`src/rtl/draw_game_objects_if.sv`:
```
// -----------------------------------------------------------------------------
// vga_intf
//   Bundle of VGA raster timing plus pixel colour passed between pipeline
//   stages of the graphics path.
//   Signals:
//     hcount, vcount : current pixel coordinates (W bits)
//     hsync, vsync   : sync pulses
//     hblnk, vblnk   : blanking flags
//     rgb            : 12-bit pixel colour (4:4:4)
//   Modports:
//     in  : consumer view (all inputs)
//     out : producer view (all outputs)
// -----------------------------------------------------------------------------
interface vga_intf #(
  parameter int W = 11
);
  logic [W-1:0] hcount;
  logic [W-1:0] vcount;
  logic         hsync;
  logic         vsync;
  logic         hblnk;
  logic         vblnk;
  logic [11:0]  rgb;

  modport in  (input  hcount, vcount, hsync, vsync, hblnk, vblnk, rgb);
  modport out (output hcount, vcount, hsync, vsync, hblnk, vblnk, rgb);
endinterface

```
`src/rtl/draw_game_objects.sv`:
```
// -----------------------------------------------------------------------------
// draw_game_objects
//   Overlays the round ball and the two paddles on the game field video.
//   Object positions are double-buffered (pending -> active at frame start)
//   to avoid tearing; a hit strobe flashes the ball colour for FLASH_FRAMES
//   frames. Output is the input raster delayed by two clocks.
//   Ports:
//     clk            : pixel clock
//     rst            : asynchronous active-low reset
//     x_ball, y_ball : ball bounding-box top-left corner
//     y_pad_left     : left paddle top edge
//     y_pad_right    : right paddle top edge
//     pos_valid      : strobe, captures the four positions as pending
//     hit            : strobe, starts/restarts the ball flash
//     game_field_in  : upstream raster timing and rgb
//     game_field_out : same raster, 2 clk later, with objects drawn
// -----------------------------------------------------------------------------
module draw_game_objects #(
  parameter int          COORD_W      = 11,
  parameter int          BALL_SCALE   = 1,
  parameter int          PAD_WIDTH    = 16,
  parameter int          PAD_HEIGHT   = 146,
  parameter int          X_PAD_LEFT   = 30,
  parameter int          X_PAD_RIGHT  = 979,
  parameter logic [11:0] BALL_RGB     = 12'hFFF,
  parameter logic [11:0] FLASH_RGB    = 12'hF00,
  parameter logic [11:0] PAD_RGB      = 12'hFFF,
  parameter int          FLASH_FRAMES = 8
) (
  input  logic               clk,
  input  logic               rst,
  input  logic [COORD_W-1:0] x_ball,
  input  logic [COORD_W-1:0] y_ball,
  input  logic [COORD_W-1:0] y_pad_left,
  input  logic [COORD_W-1:0] y_pad_right,
  input  logic               pos_valid,
  input  logic               hit,
  vga_intf.in                game_field_in,
  vga_intf.out               game_field_out
);

  localparam int LOG2S     = (BALL_SCALE == 4) ? 2 : (BALL_SCALE == 2) ? 1 : 0;
  localparam int BALL_SIDE = 16 << LOG2S;
  // One extra bit so boxes touching the far edge never wrap to low coordinates
  localparam int EW        = COORD_W + 1;

  localparam logic [COORD_W-1:0] X_BALL_RST = COORD_W'((1024 - BALL_SIDE) / 2);
  localparam logic [COORD_W-1:0] Y_BALL_RST = COORD_W'((768 - BALL_SIDE) / 2);
  localparam logic [COORD_W-1:0] Y_PAD_RST  = COORD_W'(312);

  localparam logic [EW-1:0] X_PAD_L = EW'(X_PAD_LEFT);
  localparam logic [EW-1:0] X_PAD_R = EW'(X_PAD_RIGHT);
  localparam logic [EW-1:0] PAD_W_M1 = EW'(PAD_WIDTH - 1);
  localparam logic [EW-1:0] PAD_H_M1 = EW'(PAD_HEIGHT - 1);
  localparam logic [EW-1:0] BALL_M1  = EW'(BALL_SIDE - 1);

  localparam logic [0:0] ST_IDLE  = 1'b0;
  localparam logic [0:0] ST_FLASH = 1'b1;
  localparam logic [7:0] FLASH_LOAD = 8'(FLASH_FRAMES);

  // Circle bitmap, bit 15 is the leftmost pixel of a row
  function automatic logic [15:0] ballRow(input logic [3:0] row);
    case (row)
      4'd0:    ballRow = 16'h0000;
      4'd1:    ballRow = 16'h0380;
      4'd2:    ballRow = 16'h07C0;
      4'd3:    ballRow = 16'h0FE0;
      4'd4:    ballRow = 16'h1FF0;
      4'd5:    ballRow = 16'h3FF8;
      4'd6:    ballRow = 16'h7FFC;
      4'd7:    ballRow = 16'hFFFE;
      4'd8:    ballRow = 16'hFFFE;
      4'd9:    ballRow = 16'hFFFE;
      4'd10:   ballRow = 16'h7FFC;
      4'd11:   ballRow = 16'h3FF8;
      4'd12:   ballRow = 16'h1FF0;
      4'd13:   ballRow = 16'h0FE0;
      4'd14:   ballRow = 16'h07C0;
      default: ballRow = 16'h0380;
    endcase
  endfunction

  logic [COORD_W-1:0] r_pend_x, r_pend_y, r_pend_pl, r_pend_pr;
  logic [COORD_W-1:0] r_act_x, r_act_y, r_act_pl, r_act_pr;
  logic               r_vblnk_d;
  logic [0:0]         r_state;
  logic [7:0]         r_cnt;

  logic [COORD_W-1:0] r1_hcount, r1_vcount, r2_hcount, r2_vcount;
  logic               r1_hsync, r1_vsync, r1_hblnk, r1_vblnk;
  logic               r2_hsync, r2_vsync, r2_hblnk, r2_vblnk;
  logic [11:0]        r1_rgb, r2_rgb;

  logic          w_frame_start;
  logic [EW-1:0] w_h, w_v, w_bx, w_by, w_pl, w_pr, w_dx, w_dy;
  logic [3:0]    w_row, w_col;
  logic [15:0]   w_rom_bits;
  logic          w_in_ball, w_ball_px, w_pad_l, w_pad_r;
  logic [11:0]   w_rgb_nxt;

  assign w_frame_start = game_field_in.vblnk & ~r_vblnk_d;

  // Pending set follows pos_valid; active set only changes at frame start,
  // so a coincident pos_valid lands in the active set one frame later.
  always_ff @(posedge clk or negedge rst) begin
    if (!rst) begin
      r_pend_x  <= X_BALL_RST;
      r_pend_y  <= Y_BALL_RST;
      r_pend_pl <= Y_PAD_RST;
      r_pend_pr <= Y_PAD_RST;
      r_act_x   <= X_BALL_RST;
      r_act_y   <= Y_BALL_RST;
      r_act_pl  <= Y_PAD_RST;
      r_act_pr  <= Y_PAD_RST;
      r_vblnk_d <= 1'b0;
    end else begin
      r_vblnk_d <= game_field_in.vblnk;
      if (pos_valid) begin
        r_pend_x  <= x_ball;
        r_pend_y  <= y_ball;
        r_pend_pl <= y_pad_left;
        r_pend_pr <= y_pad_right;
      end
      if (w_frame_start) begin
        r_act_x  <= r_pend_x;
        r_act_y  <= r_pend_y;
        r_act_pl <= r_pend_pl;
        r_act_pr <= r_pend_pr;
      end
    end
  end

  // Flash FSM: hit (re)loads the frame counter and wins over a coincident
  // frame start; each frame start in FLASH consumes one frame.
  always_ff @(posedge clk or negedge rst) begin
    if (!rst) begin
      r_state <= ST_IDLE;
      r_cnt   <= 8'd0;
    end else if (hit) begin
      r_state <= ST_FLASH;
      r_cnt   <= FLASH_LOAD;
    end else if (r_state == ST_FLASH && w_frame_start) begin
      if (r_cnt <= 8'd1) begin
        r_state <= ST_IDLE;
        r_cnt   <= 8'd0;
      end else begin
        r_cnt <= r_cnt - 8'd1;
      end
    end
  end

  assign w_h  = {1'b0, game_field_in.hcount};
  assign w_v  = {1'b0, game_field_in.vcount};
  assign w_bx = {1'b0, r_act_x};
  assign w_by = {1'b0, r_act_y};
  assign w_pl = {1'b0, r_act_pl};
  assign w_pr = {1'b0, r_act_pr};
  assign w_dx = w_h - w_bx;
  assign w_dy = w_v - w_by;

  assign w_row      = 4'(w_dy >> LOG2S);
  assign w_col      = 4'(w_dx >> LOG2S);
  assign w_rom_bits = ballRow(w_row);
  assign w_in_ball  = (w_h >= w_bx) && (w_h <= w_bx + BALL_M1) &&
                      (w_v >= w_by) && (w_v <= w_by + BALL_M1);
  assign w_ball_px  = w_in_ball && w_rom_bits[4'd15 - w_col];

  assign w_pad_l = (w_h >= X_PAD_L) && (w_h <= X_PAD_L + PAD_W_M1) &&
                   (w_v >= w_pl) && (w_v <= w_pl + PAD_H_M1);
  assign w_pad_r = (w_h >= X_PAD_R) && (w_h <= X_PAD_R + PAD_W_M1) &&
                   (w_v >= w_pr) && (w_v <= w_pr + PAD_H_M1);

  // Blanking beats the ball, the ball beats the paddles
  always_comb begin
    w_rgb_nxt = game_field_in.rgb;
    if (game_field_in.hblnk || game_field_in.vblnk) begin
      w_rgb_nxt = 12'h000;
    end else if (w_ball_px) begin
      w_rgb_nxt = (r_state == ST_FLASH) ? FLASH_RGB : BALL_RGB;
    end else if (w_pad_l || w_pad_r) begin
      w_rgb_nxt = PAD_RGB;
    end
  end

  // Two register stages keep rgb aligned with all timing signals
  always_ff @(posedge clk or negedge rst) begin
    if (!rst) begin
      r1_hcount <= '0;
      r1_vcount <= '0;
      r1_hsync  <= 1'b0;
      r1_vsync  <= 1'b0;
      r1_hblnk  <= 1'b0;
      r1_vblnk  <= 1'b0;
      r1_rgb    <= 12'h000;
      r2_hcount <= '0;
      r2_vcount <= '0;
      r2_hsync  <= 1'b0;
      r2_vsync  <= 1'b0;
      r2_hblnk  <= 1'b0;
      r2_vblnk  <= 1'b0;
      r2_rgb    <= 12'h000;
    end else begin
      r1_hcount <= game_field_in.hcount;
      r1_vcount <= game_field_in.vcount;
      r1_hsync  <= game_field_in.hsync;
      r1_vsync  <= game_field_in.vsync;
      r1_hblnk  <= game_field_in.hblnk;
      r1_vblnk  <= game_field_in.vblnk;
      r1_rgb    <= w_rgb_nxt;
      r2_hcount <= r1_hcount;
      r2_vcount <= r1_vcount;
      r2_hsync  <= r1_hsync;
      r2_vsync  <= r1_vsync;
      r2_hblnk  <= r1_hblnk;
      r2_vblnk  <= r1_vblnk;
      r2_rgb    <= r1_rgb;
    end
  end

  assign game_field_out.hcount = r2_hcount;
  assign game_field_out.vcount = r2_vcount;
  assign game_field_out.hsync  = r2_hsync;
  assign game_field_out.vsync  = r2_vsync;
  assign game_field_out.hblnk  = r2_hblnk;
  assign game_field_out.vblnk  = r2_vblnk;
  assign game_field_out.rgb    = r2_rgb;

endmodule
```
`src/flat_wrapper.sv`:
```
// flat-port wrapper written by rule: the top's interface ports become plain ports
module draw_game_objects_flat 
#(
  parameter int          COORD_W      = 11,
  parameter int          BALL_SCALE   = 1,
  parameter int          PAD_WIDTH    = 16,
  parameter int          PAD_HEIGHT   = 146,
  parameter int          X_PAD_LEFT   = 30,
  parameter int          X_PAD_RIGHT  = 979,
  parameter logic [11:0] BALL_RGB     = 12'hFFF,
  parameter logic [11:0] FLASH_RGB    = 12'hF00,
  parameter logic [11:0] PAD_RGB      = 12'hFFF,
  parameter int          FLASH_FRAMES = 8
)
  (clk, rst, x_ball, y_ball, y_pad_left, y_pad_right, pos_valid, hit, game_field_in_hcount, game_field_in_vcount, game_field_in_hsync, game_field_in_vsync, game_field_in_hblnk, game_field_in_vblnk, game_field_in_rgb, game_field_out_hcount, game_field_out_vcount, game_field_out_hsync, game_field_out_vsync, game_field_out_hblnk, game_field_out_vblnk, game_field_out_rgb);
  vga_intf game_field_in_i ();
  vga_intf game_field_out_i ();
  input  logic clk;
  input  logic rst;
  input  logic [COORD_W-1:0] x_ball;
  input  logic [COORD_W-1:0] y_ball;
  input  logic [COORD_W-1:0] y_pad_left;
  input  logic [COORD_W-1:0] y_pad_right;
  input  logic pos_valid;
  input  logic hit;
  input wire logic [$bits(game_field_in_i.hcount)-1:0] game_field_in_hcount;
  input wire logic [$bits(game_field_in_i.vcount)-1:0] game_field_in_vcount;
  input wire logic [$bits(game_field_in_i.hsync)-1:0] game_field_in_hsync;
  input wire logic [$bits(game_field_in_i.vsync)-1:0] game_field_in_vsync;
  input wire logic [$bits(game_field_in_i.hblnk)-1:0] game_field_in_hblnk;
  input wire logic [$bits(game_field_in_i.vblnk)-1:0] game_field_in_vblnk;
  input wire logic [$bits(game_field_in_i.rgb)-1:0] game_field_in_rgb;
  output wire logic [$bits(game_field_out_i.hcount)-1:0] game_field_out_hcount;
  output wire logic [$bits(game_field_out_i.vcount)-1:0] game_field_out_vcount;
  output wire logic [$bits(game_field_out_i.hsync)-1:0] game_field_out_hsync;
  output wire logic [$bits(game_field_out_i.vsync)-1:0] game_field_out_vsync;
  output wire logic [$bits(game_field_out_i.hblnk)-1:0] game_field_out_hblnk;
  output wire logic [$bits(game_field_out_i.vblnk)-1:0] game_field_out_vblnk;
  output wire logic [$bits(game_field_out_i.rgb)-1:0] game_field_out_rgb;
  assign game_field_in_i.hcount = game_field_in_hcount;
  assign game_field_in_i.vcount = game_field_in_vcount;
  assign game_field_in_i.hsync = game_field_in_hsync;
  assign game_field_in_i.vsync = game_field_in_vsync;
  assign game_field_in_i.hblnk = game_field_in_hblnk;
  assign game_field_in_i.vblnk = game_field_in_vblnk;
  assign game_field_in_i.rgb = game_field_in_rgb;
  assign game_field_out_hcount = game_field_out_i.hcount;
  assign game_field_out_vcount = game_field_out_i.vcount;
  assign game_field_out_hsync = game_field_out_i.hsync;
  assign game_field_out_vsync = game_field_out_i.vsync;
  assign game_field_out_hblnk = game_field_out_i.hblnk;
  assign game_field_out_vblnk = game_field_out_i.vblnk;
  assign game_field_out_rgb = game_field_out_i.rgb;
  draw_game_objects #(.COORD_W(COORD_W), .BALL_SCALE(BALL_SCALE), .PAD_WIDTH(PAD_WIDTH), .PAD_HEIGHT(PAD_HEIGHT), .X_PAD_LEFT(X_PAD_LEFT), .X_PAD_RIGHT(X_PAD_RIGHT), .BALL_RGB(BALL_RGB), .FLASH_RGB(FLASH_RGB), .PAD_RGB(PAD_RGB), .FLASH_FRAMES(FLASH_FRAMES)) u_core (.clk(clk), .rst(rst), .x_ball(x_ball), .y_ball(y_ball), .y_pad_left(y_pad_left), .y_pad_right(y_pad_right), .pos_valid(pos_valid), .hit(hit), .game_field_in(game_field_in_i), .game_field_out(game_field_out_i));
endmodule
```
`config.mk`:
```
export PLATFORM = sky130hd
export DESIGN_NAME = draw_game_objects_flat
export DESIGN_NICKNAME = d
export VERILOG_FILES = /design/src/rtl/draw_game_objects_if.sv /design/src/rtl/draw_game_objects.sv /design/src/flat_wrapper.sv
export SDC_FILE = /design/constraint.sdc
export NUM_CORES = 1
export LEC_CHECK = 0
export ABC_AREA = 1
export CAP_MARGIN = 15
export CORE_UTILIZATION = 54
export DETAILED_ROUTE_END_ITERATION = 8
export DONT_BUFFER_PORTS = 1
export GPL_ROUTABILITY_DRIVEN = 0
export PLACE_DENSITY_LB_ADDON = 0.2
export SLEW_MARGIN = 20
export SYNTH_ARGS = -nofsm -noshare
export SYNTH_HDL_FRONTEND = slang
export SYNTH_SLANG_ARGS = --single-unit
```
`constraint.sdc`:
```
create_clock -name clk -period 3.1 [get_ports clk]
set_input_delay 0.31 -clock clk [delete_from_list [all_inputs] [get_ports clk]]
set_output_delay 0.31 -clock clk [all_outputs]
set_load 0.02 [all_outputs]
```
# ---- Yosys cells after proc, flatten, opt, wreduce, memory -nomap -nowiden
# Memory sizes are Yosys's and may differ from the RTL's.
# Cells that the tools add are included.
dict set report totals {
  out_inout_bits 38
  reg_bits 173
  wordCells 77
  rom_bits 240
  n_memories 1
  input_bits 86
}
# memory depth word_bits read_ports rd_clocked_by_memory_dff write_ports line_no
set memory_table {}
lappend memory_table {{(no name shown)} 16 15 1 0 0 draw_game_objects.sv:63} ;# case (row)
dict set report op_classes {
  magnitude_cmp 14
  mux 12
  reduce_logical 16
  addsub 8
  bitwise_logic 2
}
# operator n
set ops {}
lappend ops {{$le 11x12->1} 4}
lappend ops {{$ge 11x11->1} 4}
lappend ops {{$mux 12} 3}
lappend ops {{$mux 8} 4}
lappend ops {{$add 11x4->12 const B} 2}
lappend ops {{$add 11x8->12 const B} 2}
lappend ops {{$ge 11x10->1 const B} 1}
lappend ops {{$ge 11x5->1 const B} 1}
lappend ops {{$le 11x10->1 const B} 1}
lappend ops {{$le 11x6->1 const B} 1}
lappend ops {{$logic_and 1x1->1} 11}
lappend ops {{$le 8x1->1 const B} 1}
lappend ops {{$sub 4x4->4} 2}
lappend ops {{$sub 8x1->8 const B} 1}
lappend ops {{$lt 4x5->1 const B} 1}
lappend ops {{$bmux 1 s4} 1}
lappend ops {{$mux 1} 4}
lappend ops {{$reduce_bool 2->1} 2}
lappend ops {{$sub 4x4->4 const A} 1}
lappend ops {{$logic_or 1x1->1} 2}
lappend ops {{$reduce_and 2->1} 1}
lappend ops {{$and 1x1->1} 1}
lappend ops {{$not 1->1} 1}

# ---- Longest topological paths before layout
# Gate-level depths: netlist of run 1.
dict set report logic_depth {
  word_depth 8
  depth_mapped 23
  mapped_depth_nobuf 22
}

# ---- Worst setup path after synthesis of run 1
# Ideal clock, no wire load.
dict set report synth_path {
  path_type {register to register}
  start {register u_core.r_act_x[1]}
  end {register u_core.r1_rgb[2]}
  slack_ps 546
  stages_incl_launch_ff 20
  setup_time_ps 74
  arrival_ps 2481
  synth_period_minus_slack_ps 2554
  n_path_buf 1
  required_ps 3026
  cell_sequence {dfrtp_1 > inv_1 > ha_1 > nand2_1 > nand2_1 > nor2_1 > nand3_1 > nor3_1 > xor2_1 > ha_1 > nand4_1 > nor2_1 > nor2_1 > a21oi_1 > nor2_1 > nand3_2 > buf_6 > nand2_1 > inv_1 > nor2_1}
}
dict set report synth_via {
  elab_chain_len 8
  elab_cells_between_ends 13
  cone_classes {add/sub (3); order compare (2); mux (4); reduce/logical (4)}
}
# item line_no
set synth_rtl {}
lappend synth_rtl {{from (decl)} draw_game_objects.sv:84} ;# logic [COORD_W-1:0] r_act_x, r_act_y, r_act_pl, r_act_pr;
lappend synth_rtl {{from (signal assigned)} draw_game_objects.sv:125} ;# r_act_x <= r_pend_x;
lappend synth_rtl {{$add 11x4->12} draw_game_objects.sv:164} ;# assign w_in_ball = (w_h >= w_bx) && (w_h <= w_bx + BALL_M1) &&
lappend synth_rtl {{$le 11x12->1} draw_game_objects.sv:164}
lappend synth_rtl {{$logic_and 1x1->1 (2 in a row)} draw_game_objects.sv:164}
lappend synth_rtl {{$logic_and 1x1->1} draw_game_objects.sv:165} ;# (w_v >= w_by) && (w_v <= w_by + BALL_M1);
lappend synth_rtl {{$logic_and 1x1->1 *} draw_game_objects.sv:166} ;# assign w_ball_px = w_in_ball && w_rom_bits[4'd15 - w_col];
lappend synth_rtl {{$mux 12 *} draw_game_objects.sv:178} ;# end else if (w_ball_px) begin
lappend synth_rtl {{$mux 12 *} draw_game_objects.sv:176} ;# if (game_field_in.hblnk || game_field_in.vblnk) begin
lappend synth_rtl {{via u_core.w_rgb_nxt[2]} draw_game_objects.sv:99} ;# logic [11:0] w_rgb_nxt;
lappend synth_rtl {{to (signal assigned)} draw_game_objects.sv:209} ;# r1_rgb <= w_rgb_nxt;
lappend synth_rtl {{to (decl)} draw_game_objects.sv:92} ;# logic [11:0] r1_rgb, r2_rgb;
# Mark *: on every way through the listed nets, which the timed path passes. The rest lies on a longest branch. The select of a mux whose other input is x is not followed.
# A chain may end at the register's enable or synchronous reset.

# ---- Worst setup path after layout of run 1
dict set report layout_path {
  start {register u_core.r_act_y[2]}
  end {register u_core.r1_rgb[2]}
}
dict set report layout_via {
  elab_chain_len 7
  elab_cells_between_ends 12
  cone_classes {add/sub (2); order compare (2); mux (4); reduce/logical (3); memory (1)}
}
# item line_no
set layout_rtl {}
lappend layout_rtl {{from (decl)} draw_game_objects.sv:84}
lappend layout_rtl {{from (signal assigned)} draw_game_objects.sv:126} ;# r_act_y <= r_pend_y;
lappend layout_rtl {{$sub 4x4->4} draw_game_objects.sv:159} ;# assign w_dy = w_v - w_by;
lappend layout_rtl {{$mem_v2 16x15} -}
lappend layout_rtl {{$bmux 1 s4} draw_game_objects.sv:166}
lappend layout_rtl {{$mux 1 (not written as such)} draw_game_objects.sv:166}
lappend layout_rtl {{$logic_and 1x1->1 *} draw_game_objects.sv:166}
lappend layout_rtl {{$mux 12 *} draw_game_objects.sv:178}
lappend layout_rtl {{$mux 12 *} draw_game_objects.sv:176}
lappend layout_rtl {{via u_core.w_rgb_nxt[2]} draw_game_objects.sv:99}
# Marks and branches as above.

==> results of run 1 <==
[layer usage]
metal | share of wire (%) | up-vias
met3 | 5.1 | 35
met2 | 46 | 167
met5 | 0.052 | -
met1 | 47 | 3075
met4 | 2.0 | 2
li1 | - | 3307
[path summary, 6_finish.rpt]
kind | from | endpoint | slack, ns | cells past startpoint
worst max-delay path | u_core.r_act_y[2] | u_core.r1_rgb[2] | 0.25 | 17
worst min-delay path | rst | u_core.game_field_out.vcount[7] | -0.43 | 0
worst max register to register | u_core.r_act_y[2] | u_core.r1_rgb[2] | 0.25 | 17
worst min register to register | u_core.r1_hblnk | u_core.game_field_out.hblnk | 0.35 | 0
max in group asynchronous | rst | u_core.r_act_x[4] | 3.26 | 0
min in group clk | x_ball[1] | u_core.r_pend_x[1] | 0.02 | 1
[area by class of cell]
cell class	instances	share of cell area, %
sequential	173	42.4
multi-input combinational	683	42.4
clock buffer	17	4.12
inverter	109	3.96
timing repair buffer	30	2.83
tap	220	2.66
clock inverter	15	1.66
antenna	2	0.0484
[timing repair]
action / CTS / global route
gates resized for setup: 0 / 15
setup endpoints to repair: 0 / 12
endpoints found under the hold margin: 201 / 173
[placed cells by master, fill, tap and decap left out, types with 2 or more instances in the layout]
cell           synthesis  layout
xnor2_1                6       6
ha_1                  96      96
dfstp_2               38      38
nor3_1                19      18
buf_4                  0       3
xor2_1                29      29
dlygate4sd3_1          0      27
nand2_1              200     198
inv_6                  0       4
dfrtp_1              135     135
nand2_2                4       6
o21ai_0               71      68
nand3_1               53      53
nand3b_1               2       2
o2111ai_1              2       2
inv_8                  0       5
nor4_1                 4       3
fa_1                   2       2
o21a_1                 2       2
diode_2                0       2
mux2_2                44      44
and3_1                 2       2
o21ai_1                0       2
a21o_1                 2       2
inv_1                109     108
clkbuf_16              0      17
nand4_1               11      11
a21oi_2                1       2
nor2_4                 0       3
clkinv_4               0       3
nand3_2                3       2
nor2_1                75      72
nor3b_1                3       3
a21oi_1               46      45
[state kept, by name (all words and copies together) (netlist names), 11 cells and up]
signal,flops
u_core.game_field_out.rgb,12
u_core.r_act_pl,11
u_core.r_pend_y,11
u_core.r1_vcount,11
u_core.game_field_out.hcount,11
u_core.r_act_pr,11
u_core.r1_hcount,11
u_core.r_act_y,11
u_core.r_pend_pr,11
u_core.game_field_out.vcount,11
u_core.r_pend_pl,11
u_core.r_act_x,11
u_core.r1_rgb,12
u_core.r_pend_x,11
[cell families after synthesis]
logic type                 after synthesis
AOI/OAI and AO/OA                      129
xor gates and xnor gates                35
adders and majority gates               98
buffers and inverters                  125
DFF                                    173
muxes                                   44
and+or+nand+nor                        377
[power breakdown]
| part | internal, mW | switching [mW] | total (mW) |
|---|---|---|---|
| registers | 2.52 | 0.172 | 2.69 |
| logic | 0.602 | 0.851 | 1.45 |
| clock network | 1.15 | 0.992 | 2.15 |
| total | 4.27 | 2.01 | 6.29 |
[per-stage QoR]
stage / worst slack (ns) / utilization (%) / cells
after floorplan: 0.546 / - / 981
after global placement: 0.0872 / 56.8 / 1188
after detailed placement: 0.0400 / 56.8 / 1188
after CTS: 0.0224 / 62.0 / 1247
after global routing: -0.0290 / 62.3 / 1248
final: 0.249 / 62.3 / 1249
==> flow_summary.yaml, run 1 <==
outcome:
  status: "finished with violations"
  failed_checks: "hold timing"
floorplan:
  die_h_um: 132
  core_area_mm2: 0.0166
  fp.dieArea_mm2: 0.0175
  die_x_um: 132
  top_level_ports: 124
  initial_core_util_pct: 55.3
  floorplan.rows: 47
sta:
  final_min_period_over_clock_period_pct: 92.0
  fin_worst_hold_slack_ns: -0.427
  maxSlewHeadroom_pct: 48.8
  final_hold_viol_count: 173
  final-max-slew-violation-count: 0
  worst_slew_pin_slew_ns: 0.768
  finClkSkew_ns: 0.00895
  period_minus_slack_ns: 2.85
  fin_setup_tns_ns: 0
  setup_viol: 0
  achievable-frequency_ghz: 0.351
logic_synthesis:
  top_count_cell_post_synth: "nand2_1"
  synth_edf_count: 0
  synth.top_cells.by_area: "dfrtp_1, ha_1, dfstp_2, nand2_1, mux2_2"
  synth_simple_gate_area_share_pct: 17.4
  synth_fp_nets: 1165
  synth_compound_gate_area_share_pct: 7.42
  synth-adder-area-share_pct: 13.5
  synth.distinct_cells: 34
  dominant_combinational_cell_family_by_area_after_synthesis: "simple AND/OR/NAND/NOR gates"
  synth.cell_area_mm2: 0.00918
  avgSynthCellArea_um2: 9.35
  ys_seq_elements: 173
  gate_count_after_technology_mapping: 981
  ys_dominant_reg_cell: "dfrtp_1"
  synth-warning-count: 0
  async_set_or_reset_flop_fraction_in_the_synthesized_netlist_pct: 100
  synthMuxAreaShare_pct: 5.40
  yosys.area.top_type_share_pct: 36.8
  synth_xor_area_share_pct: 3.34
  synth_top_cell_by_area: "dfrtp_1"
  synth_top_cells_by_count: "nand2_1, dfrtp_1, inv_1, ha_1, nor2_1"
  synth_sequential_area_ratio_pct: 47.7
clocking:
  clk_pin_slew_ns: 0.07
  clock_sinks: 173
  clock_latency_ns: 0.43
  clockBufferDepth: 2
  postCtsSetupBuffers: 0
  cts-buffers-inserted: 17
  ctsHtreeMaxLevel: 4
  cts_tree: "done"
  hold_buffers: 27
  root_buffer_master: "clkbuf_16"
place:
  post-dp-hpwl_um: 13500
  io_buffer_count: 0
  dpl_cell_area_mm2: 0.00941
grt:
  maximum_number_of_pins_on_one_net_before_global_route_repair: 174
  first_global_vias: 6530
  globalRouteTotalUtil_pct: 23.8
  gr_met1_demand_resource_pct: 31.5
  total_grt_overflow: 0
  global_route.usage.met2_pct: 37.7
  grt-busiest-layer: "met2"
  grt_antenna_before_repair: 2
  global_route.usage.met3_pct: 5.88
  grt_first_pass_wirelength_um: 32400
drt:
  ant_nets: 0
  vias: 6586
  drtPass1Iterations: 5
  drc: 0
  violation_count_after_the_first_detailed_route_iteration: 335
  routed_wirelength_um: 19400
  routedWlPerCell_um: 15.5
  post_drt_via_cell_ratio: 5.27
worst_setup_path:
  setup.worst_path.start_class: "register"
  crit_path_cell_trace: "inv_1, nand3_1, o21ai_2, inv_1, nand2_1, nor3_1, xor2_1, ha_1, nand2_1, nor4_2, nor2_1, nand2_1, nand3_1, nor2_4, nand4_1, nand2_2, nor2_1"
  critical_path.top_delay_family: "simple AND/OR/NAND/NOR gates"
  path_max_fanout: 8
  timing.setup.critical_path_class: "register to register"
  critical_path_required_ns: 3.42
  critPathArrivalTime_ns: 3.17
  cpPeakStageDelay_ns: 0.41
  cp_num_buf_inv: 2
  critical_path.most_common_cell: "nand2_1"
  critPathSlowestCell: "dfrtp_1"
  critPathCaptureType: "register"
final_layout:
  fill_cells: 1416
  final_nets: 1198
  final_cell_area_mm2: 0.0103
  regArea_mm2: 0.00438
  multi_input_area_mm2: 0.00438
  layout-area-overhead-vs-synth_pct: 12.6
  post_route_cells_drive_above_1_share_pct: 13.2
power_and_ir_drop:
  worst_ir_drop_vdd_v: 0.000415
  totalPowerFinal_mw: 6.29
  total_leakage_power_nw: 4.92
  powerDensity_mw_per_mm2: 609
run:
  drv_cap: 0
worst_hold_path:
  worstHoldPathType: "input pin to async pin"
No activity file was read; power rests on OpenSTA's default activity.
==> run 2, diff against run 1 <==
RECOVER_POWER = 100   (was not set)
==> flow_summary.yaml, run 2 (synthesis gave the netlist of run 1 again) <==
outcome:
  status: "finished with violations"
  failed_checks: "hold timing"
clocking:
  ctsHtreeMaxLevel: 4
  postCtsSetupBuffers: 0
  root_buffer_master: "clkbuf_16"
  clock_latency_ns: 0.43
  cts_tree: "done"
  clock_sinks: 173
  clk_pin_slew_ns: 0.07
  clockBufferDepth: 2
  hold_buffers: 27
  cts-buffers-inserted: 17
final_layout:
  layout.cells.non_filler: 1249
  multi_input_area_mm2: 0.00438
  final_nets: 1198
  layout.cells.most_common: "nand2_1"
  mostFrequentLayoutCells: "nand2_1, dfrtp_1, inv_1, ha_1, nor2_1"
  regArea_mm2: 0.00438
  layout-area-overhead-vs-synth_pct: 12.6
  fill_cells: 1417
  post_route_cells_drive_above_1_share_pct: 12.7
  final_cell_area_mm2: 0.0103
grt:
  globalRouteTotalUtil_pct: 23.8
  maximum_number_of_pins_on_one_net_before_global_route_repair: 174
  total_grt_overflow: 0
  grt_antenna_before_repair: 2
  grt_first_pass_wirelength_um: 32400
  first_global_vias: 6530
drt:
  routed_wirelength_um: 19400
  ant_nets: 0
  drc: 0
  violation_count_after_the_first_detailed_route_iteration: 332
  post_drt_via_cell_ratio: 5.27
  vias: 6579
  drtPass1Iterations: 5
  routedWlPerCell_um: 15.5
sta:
  finClkSkew_ns: 0.00888
  worst_slew_pin_slew_ns: 1.48
  final-max-slew-violation-count: 0
  setup_viol: 0
  achievable-frequency_ghz: 0.351
  period_minus_slack_ns: 2.85
  fin_worst_hold_slack_ns: -0.427
  final.setup.worst_slack_ns: 0.250
  maxSlewHeadroom_pct: 1.52
  final_min_period_over_clock_period_pct: 92.0
  final_hold_viol_count: 173
worst_setup_path:
  rr_endpoint: "u_core.r1_rgb[2]"
  reg2reg_from: "u_core.r_act_y[2]"
  worst_r2r_path_depth: 17
  worstSetupEndpoint: "u_core.r1_rgb[2]"
  timing.setup.critical_path_class: "register to register"
  critPathCaptureType: "register"
  setup.worst_path.start_class: "register"
  critical_path_required_ns: 3.42
  critPathArrivalTime_ns: 3.17
  rrSetupSlack_ns: 0.25
  crit_path_start: "u_core.r_act_y[2]"
  path_max_fanout: 8
floorplan:
  initial_core_util_pct: 55.3
  die_h_um: 132
  core_area_mm2: 0.0166
  floorplan.rows: 47
  top_level_ports: 124
  fp.dieArea_mm2: 0.0175
  die_x_um: 132
place:
  dpl_cell_area_mm2: 0.00941
  post-dp-hpwl_um: 13500
  placement.setup.worst_slack_ns: 0.0400
  place_inst: 1188
  io_buffer_count: 0
power_and_ir_drop:
  totalPowerFinal_mw: 6.29
  total_leakage_power_nw: 4.92
  powerDensity_mw_per_mm2: 609
  worst_ir_drop_vdd_v: 0.000415
worst_hold_path:
  worstHoldPathType: "input pin to async pin"
run:
  drv_cap: 0
[run 2: worst min-delay path by stage]
stage / end / slack (ns) / cells after the start
2_1_floorplan: u_core.game_field_out.hblnk / 0.01 / 0
3_3_place_gp: u_core.game_field_out.vcount[6] / 0.02 / 0
3_5_place_dp: u_core.game_field_out.vcount[6] / 0.02 / 0
4_1_cts: u_core.game_field_out.vcount[6] / -0.45 / 0
5_1_grt: u_core.game_field_out.vcount[6] / -0.45 / 0
6_report: u_core.game_field_out.vcount[7] / -0.43 / 0
[run 2: repair_timing]
item	CTS	global route
setup endpoints to repair	0	12
hold endpoints to repair	201	173
resized for setup	0	15
[run 2: power breakdown]
part / switching (mW) / internal (mW)
Clock: 0.992 / 1.15
Sequential: 0.172 / 2.52
Combinational: 0.850 / 0.603
Total: 2.01 / 4.27
[run 2: critical path: stages, from the launching register on]
cell     delay (ns)
dfrtp_1        0.41
inv_1          0.11
nand3_1        0.14
o21ai_2        0.16
inv_1          0.06
nand2_1        0.14
nor3_1         0.08
xor2_1         0.15
ha_1           0.30
nand2_1        0.10
nor4_2         0.30
nor2_1         0.08
nand2_1        0.07
nand3_1        0.12
nor2_4         0.16
nand4_1        0.13
nand2_2        0.16
nor2_1         0.06
[run 2: layer usage]
layer  share of wire (%)  global-route usage (%)
met4                 2.0                    9.51
met5               0.052                       0
met1                  47                    31.5
met2                  46                    37.7
met3                 5.0                    5.88
[run 2: stage by stage]
| step | hold WS [ns] | util, % | setup TNS, ns |
|---|---|---|---|
| 2_1_floorplan | 0.0144 | - | 0 |
| 3_3_place_gp | 0.0202 | 56.8 | 0 |
| 3_5_place_dp | 0.0203 | 56.8 | 0 |
| 4_1_cts | -0.448 | 62.0 | 0 |
| 5_1_grt | -0.450 | 62.3 | -0.0827 |
| 6_report | -0.427 | 62.3 | 0 |
[run 2: final cells by class]
type,instances,area share (%)
Antenna cell,2,0.0485
Clock buffer,17,4.12
Clock inverter,15,1.66
Inverter,109,3.96
Multi-Input combinational cell,683,42.4
Sequential cell,173,42.4
Tap cell,220,2.67
Timing Repair Buffer,30,2.81
